===== config.mk =====
export PLATFORM = sky130hd
export DESIGN_NAME = sram_confreg_responder
export DESIGN_NICKNAME = d
export VERILOG_FILES = /design/src/rtl/confreg_pkg.sv /design/src/rtl/confreg_timer.sv /design/src/rtl/sram_confreg_responder.sv
export SDC_FILE = /design/constraint.sdc
export NUM_CORES = 1
export LEC_CHECK = 0
export BUFFER_PORTS_ARGS = -buffer_cell sky130_fd_sc_hd__buf_2
export CORE_MARGIN = 4
export CORE_UTILIZATION = 50
export CTS_CLUSTER_DIAMETER = 80
export CTS_CLUSTER_SIZE = 25
export DETAILED_ROUTE_END_ITERATION = 8
export HOLD_SLACK_MARGIN = 0.08
export PLACE_DENSITY_LB_ADDON = 0.12
export SYNTH_ARGS = -nofsm -noshare
export SYNTH_HDL_FRONTEND = slang
export SYNTH_SLANG_ARGS = --single-unit

===== constraint.sdc =====
create_clock -name clk -period 2.7 [get_ports clk]
set_input_delay 0.27 -clock clk [delete_from_list [all_inputs] [get_ports clk]]
set_output_delay 0.27 -clock clk [all_outputs]
set_load 0.01 [all_outputs]

===== src/rtl/confreg_pkg.sv =====
// ============================================================================
// confreg_pkg : register offsets, window width and byte-merge helper
// Rev 1.0
// ============================================================================
`default_nettype none

package confreg_pkg;

  localparam int HIT_W = 16;

  localparam logic [15:0] CR0_OFF     = 16'h8000;
  localparam logic [15:0] CR1_OFF     = 16'h8004;
  localparam logic [15:0] CR2_OFF     = 16'h8008;
  localparam logic [15:0] CR3_OFF     = 16'h800C;
  localparam logic [15:0] CR4_OFF     = 16'h8010;
  localparam logic [15:0] CR5_OFF     = 16'h8014;
  localparam logic [15:0] CR6_OFF     = 16'h8018;
  localparam logic [15:0] CR7_OFF     = 16'h801C;
  localparam logic [15:0] TIMER_OFF   = 16'hE000;
  localparam logic [15:0] COMPARE_OFF = 16'hE004;
  localparam logic [15:0] LED_OFF     = 16'hF000;
  localparam logic [15:0] NUM_OFF     = 16'hF010;
  localparam logic [15:0] SWITCH_OFF  = 16'hF020;
  localparam logic [15:0] SIMU_OFF    = 16'hF030;

  function automatic logic [31:0] byte_merge(input logic [31:0] old_v,
                                             input logic [31:0] wdata,
                                             input logic [3:0]  wen);
    logic [31:0] res;
    res = old_v;
    for (int i = 0; i < 4; i++) begin
      if (wen[i]) res[i*8 +: 8] = wdata[i*8 +: 8];
    end
    return res;
  endfunction

endpackage

`default_nettype wire


===== src/rtl/confreg_timer.sv =====
// ============================================================================
// confreg_timer : free-running TIMER, COMPARE and level compare interrupt
// Rev 1.0
// ============================================================================
`default_nettype none

module confreg_timer
  import confreg_pkg::*;
(
  input  logic        clk,
  input  logic        resetn,
  input  logic        timer_we,
  input  logic        compare_we,
  input  logic [31:0] wdata,
  input  logic [3:0]  wen,
  output logic [31:0] timer,
  output logic [31:0] compare,
  output logic        timer_int
);

  logic [31:0] timer_q, timer_d;
  logic [31:0] compare_q, compare_d;
  logic        timer_int_q, timer_int_d;

  always_comb begin
    timer_d     = timer_q + 32'd1;
    compare_d   = compare_q;
    timer_int_d = timer_int_q;
    if (timer_we) timer_d = byte_merge(timer_q, wdata, wen);
    if (timer_q == compare_q && compare_q != 32'd0) timer_int_d = 1'b1;
    // A COMPARE write acknowledges the interrupt and beats a same-cycle match.
    if (compare_we) begin
      compare_d   = byte_merge(compare_q, wdata, wen);
      timer_int_d = 1'b0;
    end
  end

  always_ff @(posedge clk or negedge resetn) begin
    if (!resetn) begin
      timer_q     <= '0;
      compare_q   <= '0;
      timer_int_q <= 1'b0;
    end else begin
      timer_q     <= timer_d;
      compare_q   <= compare_d;
      timer_int_q <= timer_int_d;
    end
  end

  assign timer     = timer_q;
  assign compare   = compare_q;
  assign timer_int = timer_int_q;

endmodule

`default_nettype wire


===== src/rtl/sram_confreg_responder.sv =====
// ============================================================================
// sram_confreg_responder : data-SRAM responder serving the config window
// locally and passing every other access through to the data RAM.  Rev 1.0
// ============================================================================
`default_nettype none

module sram_confreg_responder
  import confreg_pkg::*;
#(
  parameter logic [31:0] ADDR_BASE  = 32'hBFAF_0000,
  parameter bit          SIMULATION = 1'b1
) (
  input  logic        clk,
  input  logic        resetn,
  input  logic        cpu_en,
  input  logic [3:0]  cpu_wen,
  input  logic [31:0] cpu_addr,
  input  logic [31:0] cpu_wdata,
  output logic [31:0] cpu_rdata,
  output logic        ram_en,
  output logic [3:0]  ram_wen,
  output logic [31:0] ram_addr,
  output logic [31:0] ram_wdata,
  input  logic [31:0] ram_rdata,
  input  logic [7:0]  switch,
  output logic [15:0] led,
  output logic [31:0] num_data,
  output logic        timer_int
);

  localparam logic [31:0] SIMU_VAL = SIMULATION ? 32'hFFFF_FFFF : 32'h0;

  logic        hit, rd_en, wr;
  logic [13:0] off_w;
  logic        sel_cr;
  logic [2:0]  cr_idx;
  logic [31:0] rd_val;
  logic [31:0] timer, compare;

  logic [31:0] cr_q [8];
  logic [31:0] cr_d [8];
  logic [15:0] led_q, led_d;
  logic [31:0] num_q, num_d;
  logic [7:0]  sw_meta_q, sw_meta_d;
  logic [7:0]  sw_sync_q, sw_sync_d;
  logic        hit_q, hit_d;
  logic [31:0] conf_rdata_q, conf_rdata_d;

  assign hit    = cpu_addr[31 -: HIT_W] == ADDR_BASE[31 -: HIT_W];
  assign off_w  = cpu_addr[15:2];
  assign rd_en  = cpu_en & hit;
  assign wr     = cpu_en & hit & (|cpu_wen);
  assign sel_cr = off_w[13:3] == CR0_OFF[15:5];
  assign cr_idx = off_w[2:0];

  assign ram_en    = cpu_en & ~hit;
  assign ram_wen   = cpu_wen;
  assign ram_addr  = cpu_addr;
  assign ram_wdata = cpu_wdata;

  confreg_timer u_timer (
    .clk        (clk),
    .resetn     (resetn),
    .timer_we   (wr && off_w == TIMER_OFF[15:2]),
    .compare_we (wr && off_w == COMPARE_OFF[15:2]),
    .wdata      (cpu_wdata),
    .wen        (cpu_wen),
    .timer      (timer),
    .compare    (compare),
    .timer_int  (timer_int)
  );

  always_comb begin
    for (int i = 0; i < 8; i++) begin
      cr_d[i] = cr_q[i];
      if (wr && sel_cr && cr_idx == 3'(i)) cr_d[i] = byte_merge(cr_q[i], cpu_wdata, cpu_wen);
    end

    led_d = led_q;
    if (wr && off_w == LED_OFF[15:2]) begin
      if (cpu_wen[0]) led_d[7:0]  = cpu_wdata[7:0];
      if (cpu_wen[1]) led_d[15:8] = cpu_wdata[15:8];
    end

    num_d = num_q;
    if (wr && off_w == NUM_OFF[15:2]) num_d = byte_merge(num_q, cpu_wdata, cpu_wen);

    sw_meta_d = switch;
    sw_sync_d = sw_meta_q;

    // Read mux sees pre-edge register values, so read-during-write returns old data.
    rd_val = '0;
    if (sel_cr) begin
      rd_val = cr_q[cr_idx];
    end else begin
      case (off_w)
        TIMER_OFF[15:2]:   rd_val = timer;
        COMPARE_OFF[15:2]: rd_val = compare;
        LED_OFF[15:2]:     rd_val = {16'h0, led_q};
        NUM_OFF[15:2]:     rd_val = num_q;
        SWITCH_OFF[15:2]:  rd_val = {24'h0, sw_sync_q};
        SIMU_OFF[15:2]:    rd_val = SIMU_VAL;
        default:           rd_val = '0;
      endcase
    end

    hit_d        = cpu_en ? hit : hit_q;
    conf_rdata_d = rd_en ? rd_val : conf_rdata_q;
  end

  always_ff @(posedge clk or negedge resetn) begin
    if (!resetn) begin
      for (int i = 0; i < 8; i++) cr_q[i] <= '0;
      led_q        <= '0;
      num_q        <= '0;
      sw_meta_q    <= '0;
      sw_sync_q    <= '0;
      hit_q        <= 1'b1;
      conf_rdata_q <= '0;
    end else begin
      for (int i = 0; i < 8; i++) cr_q[i] <= cr_d[i];
      led_q        <= led_d;
      num_q        <= num_d;
      sw_meta_q    <= sw_meta_d;
      sw_sync_q    <= sw_sync_d;
      hit_q        <= hit_d;
      conf_rdata_q <= conf_rdata_d;
    end
  end

  assign cpu_rdata = hit_q ? conf_rdata_q : ram_rdata;
  assign led       = led_q;
  assign num_data  = num_q;

endmodule

`default_nettype wire


* Word-level counts from Yosys, hierarchy flattened *
Index checks and enable logic that the tools add are counted.

cells by class
  add/subtract/negate cells = 1
  order comparisons = 1
  equal/unequal tests = 20
  multiplexer cells = 13
  bitwise operators = 5
  reductions and logical operators = 60

operators by type and width
  cell                                                 number
  case mux 32 bit (6 select lines)                     1
  2-to-1 mux 32 bit                                    5
  binary-select mux 32 bit (select 3 bit)              1
  equality test 14 bit, second input constant          6
  AND reduction 2 bit                                  42
  adder 32 x 1 -> 32 bit, second input constant        1
  equality test 32 bit                                 1
  2-to-1 mux 8 bit                                     4
  nonzero test 32 bit                                  1
  equality test 16 bit, second input constant          1
  logical AND 1 bit                                    14
  equality test 3 bit, second input constant           4
  equality test 11 bit, second input constant          1
  != test 2 bit, second input constant                 4
  equality test 3 x 2 -> 1 bit, second input constant  2
  >= comparator 4 bit, second input constant           1
  inverter 3 -> 4 bit                                  1
  OR reduction 4 bit                                   1
  AND 1 bit                                            3
  equality test 3 x 1 -> 1 bit, second input constant  1
  logical NOT 3 bit                                    1
  2-to-1 mux 1 bit                                     2
  nonzero test 2 bit                                   1
  inverter 1 bit                                       1

word-level totals
  flip-flop bits (word level) = 418
  bits of input ports = 111
  logic and storage cells = 151

* Depth between registers and ports, before layout *
Gate-level depths: netlist of the first run.

  depth after elaboration = 6
  mapped depth = 9
  gate-level depth less buffers = 7

* Modules after synthesis *
Synthesis of the first run repeated with hierarchy kept, for this count alone.

second synthesis, totals
  cell total of the unflattened synthesis = 1527
  area, all modules = 20619.8 sq um

modules (own cells, without submodules)
  module                  times used  cells an instance  area an instance (sq um)  seq. area each (sq um)
  sram_confreg_responder  1           1172               16965.0                   8834.7
  confreg_timer           1           355                3654.8                    1626.6

* Worst setup path before layout of the first run *
No wires, ideal clock.

  kind = input -> register
  start point = input cpu_addr[2]
  end point = register conf_rdata_q[10]
  data arrival time = 2.188 ns
  required time = 2.566 ns
  path slack = 0.378 ns
  stages = 6
  path buffers = 2
  path through = clkbuf_1 > buf_1 > mux4_2 > mux2_2 > a222oi_1 > a21oi_1

between the ends
  cells in the longest elaborated chain, start to end = 5
  elaborated cells on any way between the ends = 12
  those cells by class = eq/ne: 6; mux: 5; bitwise: 1

RTL lines
  item                                                  RTL line                       source
  start, declared                                       sram_confreg_responder.sv:17   input logic [31:0] cpu_addr,
  inverter 3 -> 4 bit (not written as such)             sram_confreg_responder.sv:94   rd_val = cr_q[cr_idx];
  binary-select mux 32 bit (select 3 bit)               sram_confreg_responder.sv:94
  2-to-1 mux 32 bit (not written as such) (2 in a row)  sram_confreg_responder.sv:94
  2-to-1 mux 32 bit *                                   sram_confreg_responder.sv:93   if (sel_cr) begin
  end signal, assigned                                  sram_confreg_responder.sv:127  conf_rdata_q <= conf_rdata_d;
  end, declared                                         sram_confreg_responder.sv:47   logic [31:0] conf_rdata_q, conf_rdata_d;

Mark *: on every way between the ends. The rest lies on a longest branch, timed or not. The select of a mux whose other input is x is not followed.
A chain may end at the register's enable or synchronous reset.

* Worst setup path after layout of the first run *
  start point = input cpu_en
  end point = register cr_q[91] in the netlist's numbering

between the ends
  cells in the longest elaborated chain, start to end = 5

RTL lines
  item                                  RTL line                      source
  start, declared                       sram_confreg_responder.sv:15  input logic cpu_en,
  AND 1 bit (2 in a row)                sram_confreg_responder.sv:52  assign wr = cpu_en & hit & (|cpu_wen);
  logical AND 1 bit (2 in a row)        sram_confreg_responder.sv:76  if (wr && sel_cr && cr_idx == 3'(i)) cr_d[i] = byte_merge(cr_q[i], cpu_wdata, cpu_wen);
  AND reduction 2 bit (no source line)  n/a
  end, declared                         sram_confreg_responder.sv:40  logic [31:0] cr_q [8];

No other way between the ends.

==> results.md, run 1 <==
* Vias in the first global route at 14800
* Worst Hold Launch: cpu_wdata[15]
* Max-Cap Viols at 0
* DRC at 0
* #FFs+latches synth at 418
* Port buffer count at 256
* Worst stage delay on the critical path at 0.65 ns
* Outcome: complete, no violations
* Clk sinks at 418
* Final antenna diode count at 0
* First-pass GRT wire length at 91.3 mm
* Vias at 14500
* Final ANT Viol Nets at 0
* Post-layout nets at 1929
* Final Wtd Congestion at 0.928
* Area leader, netlist: dfrtp_1
* PD cells at 464 nW/um2
* Max Clock Freq at 399 MHz
* Main synth FF type: dfrtp_1
* GR Util met1 at 0.389
* Syn_nets at 1711
* Hold path depth at 3
* Final WL at 60.2 mm
* Worst path arrival time at 2.96 ns
* Worst Path Required at 3.15 ns
* Syn_area_per_cell at 13.0 um2
* Worst path cell trace: dlygate4sd3_1 -> buf_2 -> o41a_1 -> and2_1 -> and3_1 -> nand3_1 -> buf_4 -> mux2_2
* Worst Hold Class: in -> reg
* Total GRT Usage at 0.265
* Ranking of synthesized cells by area: dfrtp_1 (50%), mux2_2 (21%), mux4_2 (6.8%)
* Hold EP: u_timer.timer[15]
* Clk buf depth at 3
* Layout filler cell count at 3440
* R2R setup slack at 0.47 ns
* Cell Rows at 74
* Synth cell types at 63
* DR WL/cell at 25.5 um
* Worst-case clock skew at 0.0209 ns
* Pwr Total at 10900 uW
* Critical Path Fanout Max at 8
* Slowest-stage cell, CP: and3_1
* Final Hold Viols at 0
* Antenna violations before repair at 2
* R2r startpoint: u_timer.timer[8]
* Crit path capture type: flip-flop
* Num CTS Buffers at 23
* Cell Area, Synth at 20700 um2
* RSZ-0062 raised after global routing: no
* Min Tclk post-route at 2.51 ns
* GR Util met3 at 0.0425
* DP HPWL at 41.5 mm
* Largest net degree at the start of global routing at 87
* Buf/Inv on CP at 3
* Final Max Tran Viols at 0
* GRT busiest layer: met2
* Core Region at 40900 um2
* Share of synthesized registers carrying an async set or reset at 1.00
* Vias/cell at 6.16
* Die area at 44700 um2
* Layout cells sized above 1 at 0.483
* Layout area overhead at 13.4%
* Post-cts resize count at 0
* VDD IR-drop max at 0.391 mV
* LEAKAGE at 0.0115 uW
* Final Non-Filler Cells at 2358
* Initial core utilization at 0.506
* Clock-pin slew on the worst setup and hold paths at 0.10 ns
* Worst slew margin at 0.402
* H-tree depth at 1
* Detailed-router iteration count before antenna repair at 5
* CTS tree: built
* Cells after synthesis at 1599
* Die extent in y at 212 um
* Sequential element share of the synthesized area at 0.505
* Final setup fails at 0
* Yosys warnings at 0
* Crit Path Category: in -> reg
* Worst r2r dst: u_timer.timer[22]
* Die Wd at 212 um
* Top-area cell type share of the netlist area at 0.504
* CP Launch Type: input pin
* Post-placement cell count at 2313
* Clock latency on the worst-skew pair at 0.56 ns
* Crit share post-route at 0.929
* Congestion Overflow GR at 0
* Initial DRC count at 1211
* Cell family with most CP delay: simple AND/OR/NAND/NOR gates
* R2r worst-path depth at 6
* Met2 usage at 0.422
* Post-synth EDFFs at 0
* Root Driver: clkbuf_16
* Least-Margin Pin Slew at 0.890 ns
* Num ports at 261
## cell usage in the layout, fill, tap and decap left out, drive strengths merged, types with 3 or more instances in the layout
master	instances
a222oi	9
dlygate4sd3	11
o221a	3
mux4	63
nor4b	5
a22oi	8
clkbuf	25
buf	366
mux2	392
clkinv	3
a211oi	20
nor3b	4
o22ai	7
a21oi	38
nand3b	5
nor3	19
o21a	6
o2111ai	5
and3	20
a221oi	16
nor2	43
dfrtp	417
a31oi	5
o211ai	5
nor2b	5
nand3	42
a221o	7
xor2	32
nand4	36
or3	4
o21ai	42
o22a	5
nand2	63
mux2i	13
or2	9
nor4	27
and2	10
inv	13
## power breakdown
| group | leakage [uW] | internal, uW | total [uW] | switching [uW] |
|---|---|---|---|---|
| sequential | 0.00572 | 6270 | 6270 | 4.55 |
| clock | 0.000344 | 1680 | 3870 | 2200 |
| combinational | 0.00540 | 245 | 746 | 501 |
## per-layer routing
metal	routed length [um]	up-vias
li1	-	6336
met1	26600	7551
met2	28000	552
met3	4100	88
met4	1500	2
met5	7	-
## state kept, by name (all words and copies together), names as in the netlist
| register | cells |
|---|---|
| conf_rdata_q | 32 |
| cr_q | 256 |
| hit_q | 1 |
| led | 16 |
| num_data | 32 |
| sw_meta_q | 8 |
| sw_sync_q | 8 |
| u_timer.compare | 32 |
| u_timer.timer | 32 |
| u_timer.timer_int | 1 |
## area by class of cell
type	instances	area (um2)	area share
clock buffers	25	603	0.0257
clock inverters	9	104	0.00442
inverters	8	30.0	0.00128
multi-input cells	989	9270	0.395
flip-flops and latches	418	10500	0.446
well taps	532	666	0.0283
repair buffers	377	2350	0.100
## stage by stage
step / instance area (um2) / setup TNS, ns / setup slack [ns] / hold slack [ns] / util
floorplan: 20700 / 0 / 0.378 / -0.0256 / -
global placement: 22700 / -0.135 / -0.0167 / 0.249 / 0.554
detailed placement: 22700 / -0.489 / -0.0342 / 0.252 / 0.554
CTS: 23500 / 0 / 0.321 / 0.0894 / 0.574
global route: 23500 / 0 / 0.158 / 0.0957 / 0.574
finish: 23500 / 0 / 0.193 / 0.102 / 0.574
## how the worst max path moves through the flow
stage               slack (ns)          from  cells after the start               end
floorplan                 0.38   cpu_addr[2]                      6  conf_rdata_q[10]
global placement         -0.02  cpu_addr[30]                      9          cr_q[94]
detailed placement       -0.03  cpu_addr[30]                      9          cr_q[75]
CTS                       0.32        cpu_en                      8          cr_q[91]
global route              0.16        cpu_en                      8         cr_q[214]
finish                    0.19        cpu_en                      8          cr_q[91]
## worst min-delay path, delay by kind of cell
kind                   cells  cell delay (ns)
and+or+nand+nor            1             0.09
AOI/OAI and AO/OA          1             0.08
buffers and inverters      1             0.18
## synthesized netlist by cell type (4+ instances only)
| master | count |
|---|---|
| dfrtp_1 | 417 |
| mux2_2 | 390 |
| clkbuf_1 | 79 |
| buf_4 | 68 |
| mux4_2 | 63 |
| nand2_1 | 62 |
| nor2_1 | 43 |
| nand3_1 | 42 |
| o21ai_0 | 42 |
| a21oi_1 | 38 |
| nand4_1 | 36 |
| xor2_1 | 32 |
| buf_2 | 24 |
| nor4_1 | 22 |
| a211oi_1 | 20 |
| and3_1 | 20 |
| nor3_1 | 18 |
| a221oi_1 | 16 |
| buf_1 | 13 |
| mux2i_1 | 13 |
| and2_1 | 10 |
| a222oi_1 | 9 |
| or2_2 | 9 |
| a22oi_1 | 8 |
| inv_1 | 8 |
| a221o_1 | 7 |
| o22ai_1 | 7 |
| o21a_1 | 6 |
| a31oi_1 | 5 |
| nand3b_1 | 5 |
| nor2b_1 | 5 |
| o2111ai_1 | 5 |
| o211ai_1 | 5 |
| o22a_1 | 5 |
| nor4b_4 | 4 |
| or3_1 | 4 |
## cells by family after synthesis
kind of cell | synth area share
buffers and inverters | 0.0486
multiplexers | 0.288
flip-flops | 0.505
AND/OR/NAND/NOR | 0.0812
adder cells (fa/ha/maj) | 0.000604
AO/OA/AOI/OAI | 0.0628
XOR/XNOR | 0.0140
## timing repair
item	in CTS	in global routing
hold buffers	11	0
endpoints found under the hold margin	63	0
buffers inserted	0	0
(Power assumes the default switching activity.)
==> run 2, diff against run 1 <==
CORE_UTILIZATION = 35   (was 50)
==> run 2 against run 1 <==
Clock skew is 0.0046 ns higher. First-iteration DRC count is 8.0% lower. Utilization is 15 points lower. Clock-buffer cell count is 6 higher. Critical path type is now reg -> out. Critical endpoint is now cpu_rdata[3]. Largest cell class unchanged.
==> results.md, run 2 (synthesis results as in run 1) <==
* Num ports at 261 (unchanged)
* Slowest-stage cell, CP: dfstp_2
* R2r worst-path depth at 8 (+2)
* Final Max Tran Viols at 0 (unchanged)
* Post-CTS Hold Fix Bufs at 25 (+14)
* R2R setup slack at 0.52 ns (+0.05 ns)
* Worst slew margin at 0.538 (+0.136)
* Max-Cap Viols at 0 (unchanged)
* Post-layout nets at 1966 (+1.9%)
* Worst path cell trace: buf_4 -> mux2_2 -> buf_2
* Final ANT Viol Nets at 0 (unchanged)
* Core Region at 58100 um2 (+42%)
* Die area at 63100 um2 (+41%)
* Vias at 14700 (+1.1%)
* Critical path startpoint: hit_q
* DRC at 0 (unchanged)
* CTS tree: built
* Outcome: complete, no violations
* Worst r2r dst: u_timer.timer[29]
* Layout cells sized above 1 at 0.490 (+0.00686)
* LEAKAGE at 0.0118 uW (+3.2%)
* Initial DRC count at 1114 (-8.0%)
* Detailed-router iteration count before antenna repair at 6 (+1)
* TNS Setup at 0 ns (unchanged)
* Vias/cell at 5.56 (-9.8%)
* Layout area overhead at 18.5%
* Final setup fails at 0 (unchanged)
* Clock-pin slew on the worst setup and hold paths at 0.09 ns (about the same)
* Largest register FFs at 256 (unchanged)
* VDD IR-drop max at 0.475 mV (+22%)
* RSZ-0062 raised after global routing: no
* Die extent in y at 251 um (+19%)
* Least-Margin Pin Slew at 0.694 ns (-0.197 ns)
* Setup bufs post-CTS at 0 (unchanged)
* Post-placement cell count at 2562 (+11%)
* Crit path capture type: primary output
* Final WL at 66.8 mm (+11%)
* Max Clock Freq at 440 MHz (+10%)
* Largest net degree at the start of global routing at 71 (-18%)
* Commonest non-fill, non-tap cell in the layout: dfrtp_1
* Hold EP: u_timer.timer[15]
* Post-cts resize count at 0 (unchanged)
* Vias in the first global route at 15000 (+1.7%)
* Worst Hold Class: in -> reg
* Worst Hold Launch: cpu_wdata[15]
* Final antenna diode count at 0 (unchanged)
* Hold Slack at 0.124 ns (+0.0214 ns)
* Die Wd at 251 um (+19%)
* Num CTS Buffers at 30 (+30%)
* Crit Path Category: reg -> out
* Worst stage delay on the critical path at 0.54 ns (-0.11 ns)
* Root Driver: clkbuf_16
* Antenna violations before repair at 3 (+1)
* Cell Rows at 88 (+19%)
* DR WL/cell at 25.3 um (-1.1%)
* Clk sinks at 418 (unchanged)
* CP Launch Type: flip-flop
* Worst path arrival time at 2.00 ns (-0.96 ns)
* Min Tclk post-route at 2.27 ns (-0.235 ns)
* H-tree depth at 1 (unchanged)
* Congestion Overflow GR at 0 (unchanged)
* Worst Path Required at 2.43 ns (-0.72 ns)
* Critical Path Fanout Max at 16 (+8)
* Final Wtd Congestion at 0.885 (-4.7%)
* First-pass GRT wire length at 100 mm (+9.8%)
* Initial core utilization at 0.356 (-0.150)
* Total GRT Usage at 0.207 (-0.0578)
* Crit share post-route at 0.842 (-0.0870)
* Port buffer count at 256 (unchanged)
* Final Hold Viols at 0 (unchanged)
* Clk buf depth at 3 (unchanged)
* R2r startpoint: u_timer.timer[17]
* Biggest register: cr_q
* Most frequent cells in the layout: dfrtp_1 (417), mux2_2 (390), buf_2 (253), buf_4 (110), mux4_2 (63)
* Clock latency on the worst-skew pair at 0.62 ns (+0.06 ns)
* Worst-case clock skew at 0.0255 ns (+0.00458 ns)
* Hold path depth at 3 (unchanged)
* Final Non-Filler Cells at 2643 (+12%)
* PD cells at 498 nW/um2 (+7.3%)
* DP HPWL at 47.3 mm (+14%)
[run 2: per-stage QoR]
stage,total power [uW],area [um2],worst slack [ns],util
2_1_floorplan,6750,20700,0.378,-
3_5_place_dp,7180,23200,0.0638,0.399
6_report,12200,24500,0.428,0.422
4_1_cts,12400,24500,0.391,0.422
5_1_grt,12700,24500,0.283,0.422
3_3_place_gp,7180,23200,0.0576,0.399
[run 2: how the worst max path moves through the flow]
stage,to,slack (ns),cells after the start
floorplan,conf_rdata_q[10],0.38,6
global placement,cr_q[96],0.06,10
detailed placement,cr_q[122],0.06,10
CTS,cpu_rdata[12],0.39,3
global route,u_timer.timer[31],0.28,7
finish,cpu_rdata[3],0.43,3
[run 2: worst max-delay path, delay by kind of cell, from the launching register on]
family / cells / cell delay [ns]
flip-flops: 1 / 0.54
buffers and inverters: 2 / 0.47
multiplexers: 1 / 0.38
[run 2: area by class of cell]
cell class | instances | area [um2]
fillers | 5500 | 33600
flip-flops and latches | 418 | 10500
multi-input cells | 989 | 9270
repair buffers | 407 | 2710
well taps | 765 | 957
clock buffers | 31 | 754
clock inverters | 25 | 353
inverters | 8 | 30.0
[run 2: report_power, final]
group	total [uW]	internal, uW	switching, uW
registers	6270	6270	5.48
logic	795	270	525
clock network	5140	2370	2780
total	12200	8900	3310
[run 2: routing by layer]
metal | routed length (um) | GRT usage | up-vias
met1 | 30500 | 0.298 | 7751
met3 | 3260 | 0.0257 | 80
met4 | 1890 | 0.0558 | 4
met2 | 31100 | 0.334 | 407
li1 | - | - | 6444
met5 | 28 | 0 | -
==> run 3, diff against run 2 <==
clock period = 2.05 ns   (was 2.7 ns; I/O delays follow)
==> run 3 against run 2 <==
Critical path type unchanged. The run now ends with negative setup slack left. Sequential share of layout area down 1.8 points. Final cell count up 3.4%. Clock skew is 0.0031 ns higher.
==> results.md, run 3 (synthesis results as in run 1) <==
* Initial DRC count at 872 (-22%)
* Worst slew margin at 0.538 (about the same)
* Layout cells sized above 1 at 0.513 (+0.0228)
* Post-layout nets at 2059 (+4.7%)
* Congestion Overflow GR at 0 (unchanged)
* Total GRT Usage at 0.207 (-0.000669)
* Critical path startpoint: hit_q
* Num ports at 261 (unchanged)
* DP HPWL at 48.2 mm (+1.9%)
* Vias/cell at 5.43 (-2.3%)
* Die area at 63100 um2 (unchanged)
* Final Max Tran Viols at 0 (unchanged)
* Buf/Inv on CP at 2 (unchanged)
* Worst setup margin at -0.0361 ns (-0.464 ns)
* Final setup fails at 17 (+17)
* Min Tclk post-route at 2.09 ns
* Largest register FFs at 256 (unchanged)
* Worst stage delay on the critical path at 0.59 ns (+0.05 ns)
* Final Wtd Congestion at 0.899 (+1.7%)
* Layout area overhead at 23.6%
* Root Driver: clkbuf_16
* Initial core utilization at 0.356 (unchanged)
* Final WL at 66.3 mm (-0.68%)
* Critical Path Fanout Max at 18 (+2)
* Setup WS pre-CTS at -0.413 ns (-0.476 ns)
* PD cells at 615 nW/um2 (+24%)
* Pwr Total at 15700 uW (+29%)
* Die extent in y at 251 um (unchanged)
* Final ANT Viol Nets at 0 (unchanged)
* Final antenna diode count at 0 (unchanged)
* RSZ-0062 raised after global routing: yes
* Clock-pin slew on the worst setup and hold paths at 0.10 ns (about the same)
* Crit Path Category: reg -> out
* DRC at 0 (unchanged)
* Crit path capture type: primary output
* CP Launch Type: flip-flop
* Most frequent cells in the layout: dfrtp_1 (417), mux2_2 (364), buf_2 (239), buf_4 (182), mux4_2 (63)
* First-pass GRT wire length at 100 mm (+0.12%)
* Post-placement cell count at 2647 (+3.3%)
* CTS tree: built
* Worst path arrival time at 1.88 ns (-0.12 ns)
* Worst Path Required at 1.85 ns (-0.58 ns)
* Hold Slack at 0.0794 ns (-0.0443 ns)
* Vias in the first global route at 15500 (+3.5%)
* Outcome: finished with violations
* R2r startpoint: u_timer.timer[15]
* Max Clock Freq at 479 MHz
* Largest net degree at the start of global routing at 97 (+37%)
* Worst path cell trace: buf_12 -> mux2_2 -> buf_2
* Final Non-Filler Cells at 2733 (+3.4%)
* VDD IR-drop max at 0.553 mV (+16%)
* Antenna violations before repair at 0 (-3)
* Crit share post-route at 1.02
* Clk buf depth at 3 (unchanged)
* LEAKAGE at 0.0124 uW (+5.1%)
* Clk sinks at 418 (unchanged)
* H-tree depth at 1 (unchanged)
* Biggest register: cr_q
* Port buffer count at 256 (unchanged)
* Clock latency on the worst-skew pair at 0.60 ns (-0.02 ns)
* Area after DPL at 24000 um2 (+3.7%)
* Least-Margin Pin Slew at 0.692 ns (-0.00127 ns)
* Failing checks: negative setup slack
* Die Wd at 251 um (unchanged)
* Cell Rows at 88 (unchanged)
* Vias at 14800 (+1.1%)
* Cell area after layout at 25600 um2 (+4.3%)
* Max-Cap Viols at 0 (unchanged)
* Worst-case clock skew at 0.0286 ns (+0.00306 ns)
* Detailed-router iteration count before antenna repair at 5 (-1)
* Slowest-stage cell, CP: dfstp_2
* Num CTS Buffers at 28 (-6.7%)
* Worst Hold Class: in -> async
* Core Region at 58100 um2 (unchanged)
* Cell family with most CP delay: flip-flops
* Commonest non-fill, non-tap cell in the layout: dfrtp_1
* Final Hold Viols at 0 (unchanged)
* DR WL/cell at 24.3 um (-3.9%)
* R2R setup slack at 0.15 ns (-0.37 ns)
[run 3: cell count changes in the layout (fill, tap and decap cells not counted), sizes merged]
cell	before	now
clkbuf	31	30
clkinv	8	11
bufinv	1	2
clkinvlp	1	0
buf	382	469
dlygate4sd3	25	33
inv	23	16
[run 3: where the power goes]
| part | internal (uW) | total, uW | leakage [uW] | switching (uW) |
|---|---|---|---|---|
| clock network | 3020 | 6340 | 0.000494 | 3320 |
| registers | 8250 | 8260 | 0.00572 | 7.98 |
| logic | 439 | 1140 | 0.00621 | 702 |
[run 3: metal layers]
metal  part of all wire  routed length [um]  GRT usage  up-vias
li1                   -                   -          -     6622
met1               0.44               29300      0.284     7725
met2               0.48               32000      0.345      403
met3              0.042                2770     0.0248       92
met4              0.034                2240     0.0640        0
met5                  0                   0          0        -
[run 3: stage by stage]
stage | setup TNS, ns | util
2_1_floorplan | -3.03 | -
3_3_place_gp | -110.25 | 0.414
3_5_place_dp | -110.65 | 0.414
4_1_cts | -1.59 | 0.439
5_1_grt | -2.08 | 0.440
6_report | -0.493 | 0.440
[run 3: timing repair]
item / CTS / global route
hold buffers: 33 / 0
pin swaps: 0 / 1
endpoints found under the setup margin: 32 / 43
hold endpoints to repair: 504 / 0
buffers inserted: 0 / 2
gates resized for setup: 22 / 20
[run 3: area by class of cell]
| cell class | count | area [um2] |
|---|---|---|
| Clock buffer | 30 | 729 |
| Sequential cell | 418 | 10500 |
| Multi-Input combinational cell | 989 | 9430 |
| Inverter | 8 | 30.0 |
| Fill cell | 5407 | 32500 |
| Tap cell | 765 | 957 |
| Timing Repair Buffer | 502 | 3720 |
| Clock inverter | 21 | 279 |
[run 3: path summary, 6_finish.rpt]
| path | end | depth (start not counted) |
|---|---|---|
| worst max-delay path | cpu_rdata[6] | 3 |
| worst min register to register | sw_sync_q[3] | 0 |
| worst max register to register | u_timer.timer[31] | 7 |
| max in group asynchronous | cr_q[130] | 3 |
| min in group clk | cr_q[42] | 2 |
| worst min-delay path | cr_q[72] | 2 |
